$ cat config.mk
export PLATFORM = sky130hd
export DESIGN_NAME = shape1_reader
export DESIGN_NICKNAME = d
export VERILOG_FILES = /design/src/rtl/shape_pkg.sv /design/src/rtl/shape1_reader.sv
export SDC_FILE = /design/constraint.sdc
export NUM_CORES = 1
export LEC_CHECK = 0
export CORE_MARGIN = 5
export CORE_UTILIZATION = 30
export DETAILED_ROUTE_END_ITERATION = 16
export GPL_ROUTABILITY_DRIVEN = 0
export PLACE_DENSITY = 0.55
export SLEW_MARGIN = 20
export SYNTH_ARGS = -nofsm -noshare
export SYNTH_HDL_FRONTEND = slang
export SYNTH_SLANG_ARGS = --single-unit
$ cat constraint.sdc
create_clock -name clk -period 2.7 [get_ports clk]
set_input_delay 0.81 -clock clk [delete_from_list [all_inputs] [get_ports clk]]
set_output_delay 0.81 -clock clk [all_outputs]
set_load 0.01 [all_outputs]
$ cat src/rtl/shape_pkg.sv
// rtl/shape_pkg.sv - shared constants, state encoding and orientation codes for shape ROM readers
package shape_pkg;

  // Frame geometry of every shape ROM.
  localparam int DEF_SHAPE_ROWS = 60;
  localparam int DEF_SHAPE_COLS = 51;

  // Reader FSM: fetch a row address, wait one cycle for ROM data, shift pixels out.
  typedef enum logic [1:0] {
    ST_IDLE  = 2'd0,
    ST_FETCH = 2'd1,
    ST_WAIT  = 2'd2,
    ST_SHIFT = 2'd3
  } reader_state_t;

  // Orientation codes; code 3 has no image and the ROM answers with zeros.
  localparam logic [1:0] ORIENT_0 = 2'd0;
  localparam logic [1:0] ORIENT_1 = 2'd1;
  localparam logic [1:0] ORIENT_2 = 2'd2;
  localparam logic [1:0] ORIENT_3 = 2'd3;

endpackage

$ cat src/rtl/shape1_reader.sv
// rtl/shape1_reader.sv - reads a shape ROM row by row and streams it out one pixel per handshake
module shape1_reader
  import shape_pkg::*;
#(
  parameter int SHAPE_ROWS = DEF_SHAPE_ROWS,
  parameter int SHAPE_COLS = DEF_SHAPE_COLS
) (
  input  logic                  clk,
  input  logic                  rst_n,
  input  logic                  start,
  input  logic [1:0]            orientation,
  output logic                  busy,
  output logic                  done,
  output logic [5:0]            rom_address,
  output logic [1:0]            rom_orientation,
  input  logic [SHAPE_COLS-1:0] rom_data,
  output logic                  pix_valid,
  input  logic                  pix_ready,
  output logic                  pix_on,
  output logic [5:0]            pix_x,
  output logic [5:0]            pix_y,
  output logic                  pix_last
);

  // Counters are 6 bits because the pixel coordinate ports are; both maxima fit.
  localparam logic [5:0] ROW_MAX = 6'(SHAPE_ROWS - 1);
  localparam logic [5:0] COL_MAX = 6'(SHAPE_COLS - 1);

  reader_state_t         state;
  reader_state_t         state_next;
  logic [5:0]            row;
  logic [5:0]            col;
  logic [SHAPE_COLS-1:0] row_buf;
  logic                  accept;
  logic                  handshake;
  logic                  frame_end;

  // State register.
  always_ff @(posedge clk or negedge rst_n) begin
    if (!rst_n) begin
      state <= ST_IDLE;
    end else begin
      state <= state_next;
    end
  end

  // Next-state logic; start is only looked at in IDLE, so it is ignored while busy.
  always_comb begin
    state_next = state;
    accept     = 1'b0;
    handshake  = 1'b0;
    frame_end  = 1'b0;
    case (state)
      ST_IDLE: begin
        if (start) begin
          accept     = 1'b1;
          state_next = ST_FETCH;
        end
      end
      ST_FETCH: state_next = ST_WAIT;
      ST_WAIT:  state_next = ST_SHIFT;
      ST_SHIFT: begin
        if (pix_ready) begin
          handshake = 1'b1;
          if (col == COL_MAX) begin
            if (row == ROW_MAX) begin
              frame_end  = 1'b1;
              state_next = ST_IDLE;
            end else begin
              state_next = ST_FETCH;
            end
          end
        end
      end
      default: state_next = ST_IDLE;
    endcase
  end

  // Row/column counters, latched orientation and the row buffer; the buffer shifts left so
  // its MSB is always the pixel for the current column.
  always_ff @(posedge clk or negedge rst_n) begin
    if (!rst_n) begin
      row             <= '0;
      col             <= '0;
      row_buf         <= '0;
      rom_orientation <= ORIENT_0;
    end else begin
      if (accept) begin
        row             <= '0;
        col             <= '0;
        rom_orientation <= orientation;
      end
      if (state == ST_WAIT) begin
        row_buf <= rom_data;
        col     <= '0;
      end
      if (handshake) begin
        row_buf <= row_buf << 1;
        if (col == COL_MAX) begin
          if (row != ROW_MAX) begin
            row <= row + 6'd1;
          end
        end else begin
          col <= col + 6'd1;
        end
      end
    end
  end

  // Done pulses in the cycle after the final pixel handshake.
  always_ff @(posedge clk or negedge rst_n) begin
    if (!rst_n) begin
      done <= 1'b0;
    end else begin
      done <= frame_end;
    end
  end

  // Row only changes on entry to FETCH, so the address is stable through FETCH and WAIT.
  assign rom_address = row;
  assign busy        = (state != ST_IDLE);
  assign pix_valid   = (state == ST_SHIFT);
  assign pix_on      = pix_valid & row_buf[SHAPE_COLS-1];
  assign pix_x       = pix_valid ? col : 6'd0;
  assign pix_y       = pix_valid ? row : 6'd0;
  assign pix_last    = pix_valid && (row == ROW_MAX) && (col == COL_MAX);

endmodule

---- Word-level counts from Yosys, hierarchy flattened ----
Cells that the tools add are included.
storage, ports and cells
  register bits after elaboration ......... 68
  bits in latches ......................... 0
  memory bits (writable) .................. 0
  bits in read-only memories .............. 0
  bits of input ports ..................... 57
  logic and storage cells ................. 49
  memories ................................ 0
operators by class
  add/subtract/negate cells ............... 2
  multiply operators ...................... 0
  div/mod/pow operators ................... 0
  $lt $le $gt $ge ......................... 0
  eq/ne operators ......................... 9
  shift-type cells ........................ 0
  muxes and demuxes ....................... 25
  bitwise logic cells ..................... 1
  reductions and logical operators ........ 6
operators by type and width
  kind                                           count
  two-way mux 51 bit                             2
  two-way mux 6 bit                              10
  adder 6 x 1 -> 6 bit, second input constant    2
  == test 6 bit, second input constant           2
  two-way mux 1 bit                              9
  one-hot mux 2 bit (4 select lines)             1
  two-way mux 2 bit                              3
  != test 6 bit, second input constant           1
  == test 2 bit, second input constant           2
  != test 2 x 1 -> 1 bit, second input constant  2
  nonzero test 2 bit                             2
  AND reduction 3 bit                            1
  == test 2 x 1 -> 1 bit, second input constant  1
  logical AND 1 bit                              2
  logical NOT 2 bit                              1
  != test 2 bit, second input constant           1
  AND 1 bit                                      1

---- Longest topological paths before layout ----
  depth after elaboration ................. 6
  mapped depth ............................ 6

---- Worst setup path before layout ----
No wires, ideal clock.
  path kind ............................... register to output
  start ................................... register row[0], in the netlist rom_address[0]
  end ..................................... output port pix_last
  arrival time ............................ 1.180 ns
  slack ................................... 0.710 ns
  stages on the path, launching flop included .. 4
  path buffers ............................ 0
  cells stage by stage .................... dfrtp_1 > ha_1 > nand4b_1 > nor3_1
between the ends
  longest elaborated chain between the ends .. 3
ends and longest elaborated chain
  item                            line                  text
  from (decl)                     shape1_reader.sv:31   logic [5:0] row;
  from (signal assigned)          shape1_reader.sv:101  row <= row + 6'd1;
  == test 6 bit                   shape1_reader.sv:126  assign pix_last = pix_valid && (row == ROW_MAX) && (col == COL_MAX);
  logical AND 1 bit (2 in a row)  shape1_reader.sv:126
  to (decl)                       shape1_reader.sv:22   output logic pix_last
No other way between the ends.

---- Worst setup path after layout ----
  start ................................... register state[1]
  end ..................................... output port pix_x[4]
between the ends
  longest elaborated chain between the ends .. 2
ends and longest elaborated chain
  item                    line                  text
  from (decl)             shape1_reader.sv:29   reader_state_t state;
  from (signal assigned)  shape1_reader.sv:43   state <= state_next;
  == test 2 bit           shape1_reader.sv:122  assign pix_valid = (state == ST_SHIFT);
  two-way mux 6 bit       shape1_reader.sv:124  assign pix_x = pix_valid ? col : 6'd0;
  to (decl)               shape1_reader.sv:20   output logic [5:0] pix_x,
No other way between the ends.

==> results.md <==
Status:
- The run finished with clean final reports.

Yosys:
- In the synthesized netlist the async set-or-reset flop fraction comes to 1.00.
- In the synthesized netlist the dominant register cell turns out to be dfrtp_1.
- The Yosys step of the flow raised 0 warnings.
- The part of the Yosys area used for sequential elements is 0.510.
- The mapped netlist covers approximately 3300 sq um.
- After synthesis, the mean cell area works out to ~10 sq um.
- The register bit total from synthesis is 68.
- The synthesized instance count is approximately 330.
- Yosys mapped a number of flops with a built-in enable equal to 0.
- The post-synthesis net count is approximately 400.
- Counting distinct cell types in the post-synthesis netlist gives 31.

Floorplanning:
- After floorplanning, the core was sized to cover about 11000 sq um.
- The die is roughly 120 um tall.
- 82 I/O pins were placed.
- Row generation in the floorplan step produced 38 rows.
- The die outline area is approximately 13000 sq um.
- The starting density of the core is 0.306.
- The die is roughly 120 um wide.

Clock tree:
- The clock root buffer is clkbuf_8.
- The deepest clock path buffer count is 2.
- The clock latency on the worst-skew pair is 0.34 ns.
- The clock tree from TritonCTS is built.
- Clock-pin slew was measured on the worst setup and hold paths at around 0.08 ns.
- Counting every sink on the clock net gives 68.
- The number of buffers inserted during clock tree synthesis is 9.
- The CTS H-tree depth is 3.

Setup path:
- Of all nets on the critical path, the largest fanout is 16.
- The required time reported for the critical path endpoint is roughly 1.9 ns.
- The data arrival time of the worst path is 1.76 ns.
- The category of the critical setup timing path is register to output pin.
- The startpoint identified for the worst register-to-register timing path is state[0].
- The endpoint kind of the worst setup timing path is an output pin.
- The startpoint of the worst setup timing path is state[1].
- The worst setup path is launched from a register.

Global routing:
- The via count of the first global-routing pass was between 2000 and 3000.
- In the global route stage, overall resource usage came out at 0.122.
- The largest net degree at the start of global routing is a little under 70.
- The total congestion overflow after global routing is 0.
- The initial antenna violation count is 0.
- The first-pass GRT wire length is ~13000 um.

Route:
- In the final routed layout, each cell accounts on average for about 14 um.
- The count of nets left with antenna violations after detail routing is 0.
- In the routed layout, each cell is associated on average with a via count of roughly 4.7.
- The count of routing violations after the opening detailed-route iteration is about 120.
- The DRC violation count after routing is 0.
- The first-pass detailed-route iteration total is 4.
- The wire length reported by the detailed router is about 7600 um.
- For this block, the via count after detailed routing is about 2600.

Worst hold path:
- The type of the worst min-delay path is register to register.
- The hold path startpoint is row_buf[39].

Finish:
- The total inserted antenna cells is 0.
- At the end of the flow the core is filled with cells to 0.424.
- At the end of the flow, the number of nets in the layout was 484.
- Fill cells in the final layout number about 1100.
- The layout-stage area growth over the synthesis result is 38.4%.
- The fraction of layout instances using a drive strength above 1 is 0.0965.
- The library cells used most frequently in the layout, excluding fill and tap cells, are clkdlybuf4s50_1, dfrtp_1, nand2_1, o21ai_0, mux2i_1.
- The count of cells in the finished layout, fillers not included, comes to 565.
- The most common cell after layout, fill and taps aside is clkdlybuf4s50_1.

Pwr:
- Of the total power, the share spent switching nets is 0.338.
- For this design the total switching power over the nets is ~1.4 mW.
- The leakage component of the power is 1.91 nW.
- The relative contribution of the clock network to total power is 0.225.
- The share of total power dissipated in sequential elements is 0.398.
- In this run the power density over the cells is about 910 nW/um^2.
- Internal power comes to ~2.8 mW.
- Of the total power, combinational logic draws 0.376.
- VDD sags by at most between 0.3 and 0.4 mV.

Timing:
- The transition time at the pin with the least slew margin is just under 0.9 ns.
- The setup clock skew after layout is roughly 0.011 ns.
- Summed over all failing endpoints, the final setup total negative slack is 0 ns.
- Setup repair after global routing left no endpoint under its margin.
- The count of endpoints failing setup in the final report is 0.
- The number of failing hold endpoints at the final stage is 0.
- The worst max-slew margin expressed relative to the limit is 0.416.
- The clock period could shrink to 2.57 ns.
- Of the available clock period, the critical path in the final layout requires 0.951.
- Derived from the worst setup path, the maximum achievable clock frequency is a little under 0.4 GHz.
- The final-report max-slew violation count was 0.

Job:
- The max capacitance violation total is 0.

Placement:
- In this run, placement finished with an instance count of about 550.
- The post-DP HPWL is roughly 5400 um.
- Input and output buffers added on the ports amount to between 80 and 90.
## stage by stage
stage                     setup slack, ns  hold WS [ns]  power [mW]  instance area, sq um
after CTS                          0.0408         0.480        4.27                  4590
after global placement              0.272         0.459        3.23                  4350
after floorplan                     0.710         0.449        2.75                  3340
after detailed placement            0.276         0.464        3.29                  4350
after global routing               0.0395         0.508        4.56                  4620
final                               0.132         0.484        4.21                  4620
## path summary, 6_finish.rpt
check / end / slack [ns] / depth (start not counted)
worst max-delay path: pix_x[4] / 0.13 / 4
worst min-delay path: row_buf[40] / 0.48 / 2
worst max register to register: row_buf[38] / 0.95 / 5
worst min register to register: row_buf[40] / 0.48 / 2
max in group asynchronous: state[1] / 1.50 / 1
min in group asynchronous: rom_orientation[0] / 0.57 / 1
## critical path, cell delays in order (launching register included)
cell and delay [ns]:
dfrtp_2 0.43, ha_1 0.21, buf_6 0.15, and2_2 0.17, clkdlybuf4s50_1 0.47
## registers in the layout (all words and copies together), names as in the netlist
name / cells
row_buf: 51
col: 6
rom_address: 6
rom_orientation: 2
state: 2
done: 1
## cell type report
| cell class | count | area [sq um] | share of cell area |
|---|---|---|---|
| Clock buffer | 10 | 138 | 0.0298 |
| Multi-Input combinational cell | 239 | 1550 | 0.336 |
| Inverter | 7 | 26.3 | 0.00569 |
| Clock inverter | 6 | 87.6 | 0.0190 |
| Tap cell | 140 | 175 | 0.0380 |
| Timing Repair Buffer | 95 | 933 | 0.202 |
| Sequential cell | 68 | 1700 | 0.369 |
## logic make-up after synthesis
| group | share of synthesized area |
|---|---|
| buffers and inverters | 0.0304 |
| muxes | 0.175 |
| AOI/OAI and AO/OA | 0.104 |
| adders and majority gates | 0.0263 |
| DFF | 0.510 |
| xor gates and xnor gates | 0.00788 |
| and+or+nand+nor | 0.146 |
## power by group through the flow
stage	Sequential, mW	Combinational [mW]	Clock, mW
after global routing	1.73	1.81	1.02
after CTS	1.69	1.59	0.991
after floorplan	1.64	1.11	0
final	1.68	1.58	0.950
after global placement	1.69	1.54	0
after detailed placement	1.70	1.59	0
## synth_stat cells, types with 2 or more instances
master,n,area (sq um)
nor3_1,3,15.0
buf_1,2,7.51
buf_2,6,30.0
nor2b_1,2,12.5
xnor2_1,2,17.5
ha_1,7,87.6
nand4_1,4,25.0
clkbuf_1,10,37.5
and2_1,12,75.1
nand2_1,58,218
mux2i_1,55,551
nand3_1,5,25.0
dfrtp_1,68,1700
or3_1,2,12.5
nor2_1,12,45.0
o21ai_0,56,280
nand4b_1,2,17.5
a21oi_1,5,25.0
inv_1,7,26.3
mux2_2,3,33.8
## layer usage
layer  wire (um)  vias to the layer above  global-route usage
li1            -                     1318                   -
met1        3420                     1233               0.152
met2        3610                       78               0.202
met3         532                        7              0.0449
met4          73                        0              0.0282
met5           0                        -                   0
## what timing repair did
action,4_1_cts,5_1_grt
endpoints found under the setup margin,6,12
hold endpoints to repair,0,0
gates resized for setup,3,3
buffers inserted,1,2
hold buffers,0,0
(Power assumes the default switching activity.)
